===== src/rtl/mmio_stream_hub.sv =====
// mmio_stream_hub: memory-mapped hub between the CPU load/store port and
// NUM_CH stream peripherals, with an RX and a TX FIFO per channel.
//
// Ports:
//   clk, reset            clock, async active-high reset
//   cpu_ren/raddr/rdata   CPU read port, one-cycle latency; cpu_hit flags window hits
//   cpu_wen/waddr/wdata   CPU write port
//   rx_valid/data/ready   peripheral -> RX FIFO, one lane of DATA_W per channel
//   tx_valid/data/ready   TX FIFO -> peripheral, first-word-fall-through
//   irq                   registered level interrupt
//
// Window layout: addr[15:8] = BASE_ADDR[15:8], addr[7:2] = channel,
// addr[1:0] = register (0 DATA, 1 STATUS, 2 CTRL, 3 CLR).
module mmio_stream_hub #(
    parameter int          NUM_CH    = 2,
    parameter int          DATA_W    = 16,
    parameter int          DEPTH     = 8,
    parameter logic [15:0] BASE_ADDR = 16'hFF00
) (
    input  logic                     clk,
    input  logic                     reset,
    input  logic                     cpu_ren,
    input  logic [15:0]              cpu_raddr,
    output logic [15:0]              cpu_rdata,
    output logic                     cpu_hit,
    input  logic                     cpu_wen,
    input  logic [15:0]              cpu_waddr,
    input  logic [15:0]              cpu_wdata,
    input  logic [NUM_CH-1:0]        rx_valid,
    input  logic [NUM_CH*DATA_W-1:0] rx_data,
    output logic [NUM_CH-1:0]        rx_ready,
    output logic [NUM_CH-1:0]        tx_valid,
    output logic [NUM_CH*DATA_W-1:0] tx_data,
    input  logic [NUM_CH-1:0]        tx_ready,
    output logic                     irq
);

    localparam int AW = $clog2(DEPTH);
    localparam int CW = AW + 1;

    localparam logic [CW-1:0] FULL_CNT = CW'(DEPTH);

    logic       r_win;
    logic       w_win;
    logic [5:0] r_ch;
    logic [5:0] w_ch;
    logic [1:0] r_reg;
    logic [1:0] w_reg;

    assign r_win = (cpu_raddr[15:8] == BASE_ADDR[15:8]);
    assign w_win = (cpu_waddr[15:8] == BASE_ADDR[15:8]);
    assign r_ch  = cpu_raddr[7:2];
    assign w_ch  = cpu_waddr[7:2];
    assign r_reg = cpu_raddr[1:0];
    assign w_reg = cpu_waddr[1:0];

    // Per-channel read-back word for the currently addressed register.
    logic [NUM_CH-1:0][15:0] rd_ch;
    logic [NUM_CH-1:0]       irq_ch;

    for (genvar c = 0; c < NUM_CH; c++) begin : g_ch
        logic [DATA_W-1:0] rx_mem [DEPTH];
        logic [DATA_W-1:0] tx_mem [DEPTH];
        logic [AW-1:0]     rx_wp;
        logic [AW-1:0]     rx_rp;
        logic [AW-1:0]     tx_wp;
        logic [AW-1:0]     tx_rp;
        logic [CW-1:0]     rx_cnt;
        logic [CW-1:0]     tx_cnt;
        logic              rx_ovf;
        logic              tx_ovf;
        logic [1:0]        ctrl;

        logic rx_full;
        logic rx_empty;
        logic tx_full;
        logic tx_empty;
        logic rd_sel;
        logic wr_sel;
        logic rx_push;
        logic rx_pop;
        logic tx_wr;
        logic tx_push;
        logic tx_pop;
        logic clr_wr;
        logic ctrl_wr;
        logic [15:0] rd_val;

        assign rx_full  = (rx_cnt == FULL_CNT);
        assign rx_empty = (rx_cnt == '0);
        assign tx_full  = (tx_cnt == FULL_CNT);
        assign tx_empty = (tx_cnt == '0);

        assign rd_sel = cpu_ren & r_win & (r_ch == 6'(c));
        assign wr_sel = cpu_wen & w_win & (w_ch == 6'(c));

        // Full-ness is judged before any same-cycle pop, so a push into a
        // full FIFO is always dropped.
        assign rx_push = rx_valid[c] & ~rx_full;
        assign rx_pop  = rd_sel & (r_reg == 2'd0) & ~rx_empty;
        assign tx_wr   = wr_sel & (w_reg == 2'd0);
        assign tx_push = tx_wr & ~tx_full;
        assign tx_pop  = ~tx_empty & tx_ready[c];
        assign ctrl_wr = wr_sel & (w_reg == 2'd2);
        assign clr_wr  = wr_sel & (w_reg == 2'd3);

        always_ff @(posedge clk) begin
            if (rx_push) begin
                rx_mem[rx_wp] <= rx_data[c*DATA_W +: DATA_W];
            end
            if (tx_push) begin
                tx_mem[tx_wp] <= cpu_wdata[DATA_W-1:0];
            end
        end

        always_ff @(posedge clk or posedge reset) begin
            if (reset) begin
                rx_wp  <= '0;
                rx_rp  <= '0;
                rx_cnt <= '0;
                tx_wp  <= '0;
                tx_rp  <= '0;
                tx_cnt <= '0;
                rx_ovf <= 1'b0;
                tx_ovf <= 1'b0;
                ctrl   <= '0;
            end else begin
                if (rx_push) begin
                    rx_wp <= rx_wp + AW'(1);
                end
                if (rx_pop) begin
                    rx_rp <= rx_rp + AW'(1);
                end
                if (rx_push && !rx_pop) begin
                    rx_cnt <= rx_cnt + CW'(1);
                end else if (!rx_push && rx_pop) begin
                    rx_cnt <= rx_cnt - CW'(1);
                end

                if (tx_push) begin
                    tx_wp <= tx_wp + AW'(1);
                end
                if (tx_pop) begin
                    tx_rp <= tx_rp + AW'(1);
                end
                if (tx_push && !tx_pop) begin
                    tx_cnt <= tx_cnt + CW'(1);
                end else if (!tx_push && tx_pop) begin
                    tx_cnt <= tx_cnt - CW'(1);
                end

                // A new overflow outranks a clear in the same cycle.
                if (rx_valid[c] && rx_full) begin
                    rx_ovf <= 1'b1;
                end else if (clr_wr) begin
                    rx_ovf <= 1'b0;
                end
                if (tx_wr && tx_full) begin
                    tx_ovf <= 1'b1;
                end else if (clr_wr) begin
                    tx_ovf <= 1'b0;
                end

                if (ctrl_wr) begin
                    ctrl <= cpu_wdata[1:0];
                end
            end
        end

        always_comb begin
            rd_val = '0;
            case (r_reg)
                2'd0: rd_val = rx_empty ? 16'h0000 : 16'(rx_mem[rx_rp]);
                2'd1: rd_val = {8'(rx_cnt), 2'b00, tx_ovf, rx_ovf,
                                tx_full, tx_empty, rx_full, ~rx_empty};
                2'd2: rd_val = {14'h0000, ctrl};
                default: rd_val = {8'h00, 8'(tx_cnt)};
            endcase
        end

        assign rd_ch[c]  = rd_val;
        assign irq_ch[c] = (ctrl[0] & ~rx_empty) | (ctrl[1] & tx_empty);

        assign rx_ready[c] = ~rx_full;
        assign tx_valid[c] = ~tx_empty;
        assign tx_data[c*DATA_W +: DATA_W] = tx_mem[tx_rp];
    end

    // Channels beyond NUM_CH fall through to zero but still count as hits.
    logic [15:0] rd_mux;

    always_comb begin
        rd_mux = '0;
        for (int i = 0; i < NUM_CH; i++) begin
            if (r_ch == 6'(i)) begin
                rd_mux = rd_ch[i];
            end
        end
    end

    always_ff @(posedge clk or posedge reset) begin
        if (reset) begin
            cpu_rdata <= '0;
            cpu_hit   <= 1'b0;
            irq       <= 1'b0;
        end else begin
            cpu_hit   <= cpu_ren & r_win;
            cpu_rdata <= (cpu_ren & r_win) ? rd_mux : 16'h0000;
            irq       <= |irq_ch;
        end
    end

endmodule


===== config.mk =====
export PLATFORM = sky130hd
export DESIGN_NAME = mmio_stream_hub
export DESIGN_NICKNAME = d
export VERILOG_FILES = /design/src/rtl/mmio_stream_hub.sv
export SDC_FILE = /design/constraint.sdc
export NUM_CORES = 1
export LEC_CHECK = 0
export CAP_MARGIN = 20
export CORE_MARGIN = 2
export CORE_UTILIZATION = 50
export CTS_CLUSTER_SIZE = 12
export DETAILED_ROUTE_END_ITERATION = 8
export GPL_TIMING_DRIVEN = 0
export HOLD_SLACK_MARGIN = 0.1
export PLACE_DENSITY = 0.69
export SLEW_MARGIN = 20
export SYNTH_ARGS = -nofsm -noshare
export SYNTH_HDL_FRONTEND = slang
export SYNTH_SLANG_ARGS = --single-unit

===== constraint.sdc =====
create_clock -name clk -period 9.2 [get_ports clk]
set_input_delay 0.92 -clock clk [delete_from_list [all_inputs] [get_ports clk]]
set_output_delay 0.92 -clock clk [all_outputs]
set_load 0.01 [all_outputs]

* Word-level counts from Yosys, hierarchy flattened
Memory sizes are Yosys's and may differ from the RTL's. Cells that the tools add are included.
Word-level totals: register bits after elaboration 66, RAM bits 512, logic and storage cells 155, memories 4
Memories:
- g_ch[0].rx_mem | depth 8, bits a word 16, read ports 1, clocked after memory_dff 0, write ports 1, line 62 | logic [DATA_W-1:0] rx_mem [DEPTH];
- g_ch[0].tx_mem | depth 8, bits a word 16, read ports 1, clocked after memory_dff 0, write ports 1, line 63 | logic [DATA_W-1:0] tx_mem [DEPTH];
- g_ch[1].rx_mem | depth 8, bits a word 16, read ports 1, clocked after memory_dff 0, write ports 1, line 62
- g_ch[1].tx_mem | depth 8, bits a word 16, read ports 1, clocked after memory_dff 0, write ports 1, line 63
Operators by class: add/subtract/negate cells 16, equal/unequal tests 12, mux-type cells 29, bitwise gates (word level) 36, reductions and logical operators 37
Operator list (number):
- $pmux W16 S3 | 2
- $mux W16 | 5
- $mux W4 | 8
- $and A1 B1 Y1 | 26
- $add A3 B1 Y3 const B | 8
- $add A4 B1 Y4 const B | 4
- $eq A4 B4 Y1 const B | 4
- $eq A8 B8 Y1 const B | 2
- $logic_not A4 Y1 | 4
- $reduce_bool A2 Y1 | 8
- $sub A4 B1 Y4 const B | 4
- $mux W1 | 14
- $eq A6 B1 Y1 const B | 2
- $logic_and A1 B1 Y1 | 12
- $logic_not A6 Y1 | 2
- $logic_not A1 Y1 | 8
- $not A1 Y1 | 8
- $eq A2 B2 Y1 const B | 3
- $logic_not A2 Y1 | 2
- $eq A2 B1 Y1 const B | 1
- $or A1 B1 Y1 | 2
- $reduce_or A2 Y1 | 1

* Depth between registers and ports, before layout
depth in word-level cells 9, depth in mapped cells 12

* Least setup slack after synthesis
Ideal clock, no wire load.
kind input-to-reg, from input port cpu_waddr[5], to memory g_ch[0].tx_mem[0][0], enable pin, data arrival time 3680 ps, required time 8770 ps, setup slack 5089 ps, stages 4, path through or4_4 -> nor4_4 -> nand3_2 -> nor4_1
Between the ends: cells in the longest elaborated chain, start to end 6
RTL lines:
- start: declaration | line 27 | input logic [15:0] cpu_waddr,
- $logic_not A6 Y1 | line 95 | assign wr_sel = cpu_wen & w_win & (w_ch == 6'(c));
- $and A1 B1 Y1 | line 95
- $and A1 B1 Y1 | line 101 | assign tx_wr = wr_sel & (w_reg == 2'd0);
- $and A1 B1 Y1 | line 102 | assign tx_push = tx_wr & ~tx_full;
- $mux W1 | line 111 | if (tx_push) begin
- $mux W1 (not written as such) | line 112 | tx_mem[tx_wp] <= cpu_wdata[DATA_W-1:0];
- end: declaration | line 63
No other way between the ends.

* Final worst setup path
from register g_ch[0].tx_rp[0], to output port tx_data[13]
Between the ends: cells in the longest elaborated chain, start to end 1
RTL lines:
- start: declaration | line 67 | logic [AW-1:0] tx_rp;
- start signal: assignment | line 144 | tx_rp <= tx_rp + AW'(1);
- $mem_v2 Z8 W16
- end: declaration | line 33 | output logic [NUM_CH*DATA_W-1:0] tx_data,
No other way between the ends.

==> metrics.md <==
| Metric | Value |
|---|---|
| Status | `finished, final reports clean` |
| Worst-case clock buffer depth | `3` |
| Fin cells | `2049` |
| Most frequent cells in the layout | `edfxtp_1, clkdlybuf4s50_1, mux4_2, dfrtp_1, clkbuf_16` |
| Die H | `219.1 um` |
| Routed Antenna Nets | `0` |
| CP required | `8.28 ns` |
| Core Region | `45480 sq um` |
| Pleak | `0.009213 uW` |
| Ys async rst share | `0.1142` |
| DRT Pass-1 Iters | `7` |
| Post-synth EDFFs | `512` |
| Mapped cell area | `23130 sq um` |
| Period utilization | `0.4387` |
| First-pass GRT wire length | `75.48 mm` |
| Area delta synth->final | `19.79%` |
| Cell count of the worst reg-to-reg path | `11` |
| Vias per cell | `5.812` |
| R2R Path End | `g_ch[1].rx_cnt[3]` |
| Rows | `78` |
| Clk root buf | `clkbuf_16` |
| Cts hold-fix bufs | `0` |
| Vias in the first global route | `12400` |
| Skew-Pair Late Insertion Delay | `0.61 ns` |
| Critical path class | `register to output port` |
| Synthesized Nets | `1265` |
| Syn Area/Cell | `20.06 sq um` |
| Skew final | `0.01772 ns` |
| Synth area leaders | `edfxtp_1, mux4_2, dfrtp_1` |
| Hold Vio Cnt, Final | `0` |
| Post-synthesis cell count | `1153` |
| CTS tree | `built` |
| GPL Wtd Cong | `0.8502` |
| CTS buffer count | `58` |
| Seq/Total Area, Yosys | `0.7362` |
| Worst-path clk slew | `0.06 ns` |
| Routed Wire Length | `50.18 mm` |
| Die Area | `47990 sq um` |
| Minimum clock period | `4.036 ns` |
| Initial Util | `0.5086` |
| Post-detailed-placement half-perimeter wirelength | `34.42 mm` |
| Total of max-cap violations | `0` |
| Remaining global-route overflow | `0` |
| CP endpoint kind | `output port` |
| CP arrival | `3.12 ns` |
| I/O pin count | `142` |
| Htree depth | `2` |
| Worst Path Max Fanout | `10` |
| Drt wl/cell | `24.49 um` |
| PwrDens | `254.3 nW/um^2` |
| Worst slew pin tran | `0.8013 ns` |
| Worst hold start | `g_ch[1].rx_ovf` |
| DRC Markers | `0` |
| Most common cell after layout, fill and taps aside | `edfxtp_1` |
| Hold Path Stages | `1` |
| Yosys top cell area share | `0.6648` |
| Initial antenna violation count | `4` |
| Final setup vio count | `0` |
| I/O Buffers | `139` |
| Warnings from Yosys | `0` |
| # fillers | `3332` |
| Final Max Tran Viols | `0` |
| Max IR drop VDD | `0.1817 mV` |
| Synthesized flop and latch total | `578` |
| RSZ-0062 raised after global routing | `no` |
| Startpoint types | `register` |
| Critical Path Max Stage Delay | `0.56 ns` |
| Setup tns final | `0 ns` |
| Postcts setup bufs | `0` |
| Clock sink count | `578` |
| Relative slew slack | `0.4658` |
| F_max | `0.2478 GHz` |
| Share of cells above drive strength 1 | `0.2578` |
| Slowest CP cell | `mux4_2` |
| Yosys top cell by area | `edfxtp_1` |
| Reg2reg start | `g_ch[1].rx_cnt[0]` |
| Largest net degree at the start of global routing | `38` |
| CP cell instances | `clkbuf_1 > buf_2 > mux4_2 > mux2_2 > clkdlybuf4s50_1` |
| Hold EP | `g_ch[1].rx_ovf` |
| Vias post-DR | `11910` |
| Cell variety after synth | `68` |
| Chip width | `219.1 um` |
| Resized cells post-CTS | `0` |
| Initial drt markers | `1011` |
| Placed cell count | `1943` |
| Top FF cell, synth | `edfxtp_1` |
| Reg2reg setup slack | `6.14 ns` |
| Total GRT Usage | `0.2145` |
| Hold Path Class | `register to register` |
| NumNets Final | `1515` |
through the flow:
step / area (sq um) / util / total power [uW] / hold WS, ns / worst slack [ns]
4_1_cts: 27700 / 0.6091 / 7112 / 0.5046 / 5.088
6_report: 27710 / 0.6092 / 7045 / 0.5090 / 5.164
3_5_place_dp: 25920 / 0.5699 / 4888 / 0.4890 / 4.895
5_1_grt: 27700 / 0.6091 / 7339 / 0.5120 / 4.964
2_1_floorplan: 23130 / - / 4208 / 0.4568 / 5.089
3_3_place_gp: 25270 / 0.5557 / 4789 / 0.4862 / 2.876
critical path, delay by kind of cell (launching register included):
kind     cells  cell delay (ns)
buf+inv      3             1.25
flops        1             0.36
mux          2             0.88
power by group:
part / internal, uW / total [uW] / switching [uW]
sequential: 3100 / 3230 / 134
combinational: 819 / 1580 / 763
clock: 1290 / 2230 / 933
Yosys cell counts, types with 3 or more instances:
| master | count |
|---|---|
| edfxtp_1 | 512 |
| mux4_2 | 125 |
| dfrtp_1 | 66 |
| mux2_2 | 52 |
| nand2_1 | 32 |
| clkbuf_1 | 30 |
| nor2_1 | 30 |
| xnor2_1 | 26 |
| nand3_1 | 22 |
| a21oi_1 | 21 |
| ha_1 | 20 |
| buf_2 | 19 |
| inv_1 | 16 |
| nor3_1 | 15 |
| a22oi_1 | 12 |
| nand4b_1 | 11 |
| a21o_1 | 10 |
| mux2i_1 | 10 |
| mux2_1 | 9 |
| nand2b_1 | 8 |
| o21ai_0 | 7 |
| a221oi_1 | 6 |
| buf_1 | 6 |
| nand4_1 | 6 |
| nor4_1 | 5 |
| or4_1 | 5 |
| a32oi_1 | 4 |
| fa_1 | 4 |
| nor2b_1 | 4 |
| nor3b_1 | 4 |
| nor4_2 | 4 |
| and3_1 | 3 |
| o2bb2ai_1 | 3 |
worst max-delay path by stage:
| stage | start | end | slack [ns] | depth (start not counted) |
|---|---|---|---|---|
| 6_report | g_ch[0].tx_rp[0] | tx_data[13] | 5.16 | 5 |
| 5_1_grt | g_ch[0].tx_rp[0] | tx_data[13] | 4.96 | 5 |
| 4_1_cts | g_ch[0].tx_rp[0] | tx_data[13] | 5.09 | 5 |
| 3_5_place_dp | cpu_waddr[5] | g_ch[0].tx_cnt[3] | 4.89 | 12 |
| 3_3_place_gp | cpu_waddr[5] | g_ch[0].tx_mem[0][2] | 2.88 | 5 |
| 2_1_floorplan | cpu_waddr[5] | g_ch[0].tx_mem[0][0] | 5.09 | 4 |
kinds of logic after synthesis:
| logic type | Yosys count | synth area share |
|---|---|---|
| mux | 198 | 0.1570 |
| buf+inv | 73 | 0.01320 |
| fa+ha+maj | 24 | 0.01428 |
| flops | 578 | 0.7362 |
| xor+xnor | 27 | 0.01022 |
| simple gates | 172 | 0.04442 |
| compound gates | 81 | 0.02467 |
layer usage:
metal / GRT usage / routed length (um) / vias to the layer above / part of all wire
met3: 0.04200 / 3423 / 59 / 0.068
met4: 0.06306 / 1026 / 2 / 0.020
met1: 0.2832 / 20440 / 6180 / 0.41
met2: 0.3645 / 25280 / 434 / 0.50
met5: 0 / 10 / - / 0.00020
li1: - / - / 5233 / -
registers in the layout, indices dropped and copies added (netlist names), 6 cells and up:
name,count
cpu_rdata,16
g_ch.rx_cnt,8
g_ch.rx_mem,256
g_ch.rx_rp,6
g_ch.rx_wp,6
g_ch.tx_cnt,8
g_ch.tx_mem,256
g_ch.tx_rp,6
g_ch.tx_wp,6
final cells by class:
cell class | count | area [sq um] | area share
clock inverters | 11 | 107.6 | 0.003884
flip-flops and latches | 578 | 17030 | 0.6146
diodes | 2 | 5.005 | 0.0001806
inverters | 17 | 66.31 | 0.002394
repair buffers | 190 | 1909 | 0.06892
plain buffers | 56 | 241.5 | 0.008716
multi-input cells | 502 | 5922 | 0.2137
well taps | 600 | 750.7 | 0.02710
clock buffers | 93 | 1677 | 0.06052
No activity file was read; power rests on OpenSTA's default activity.
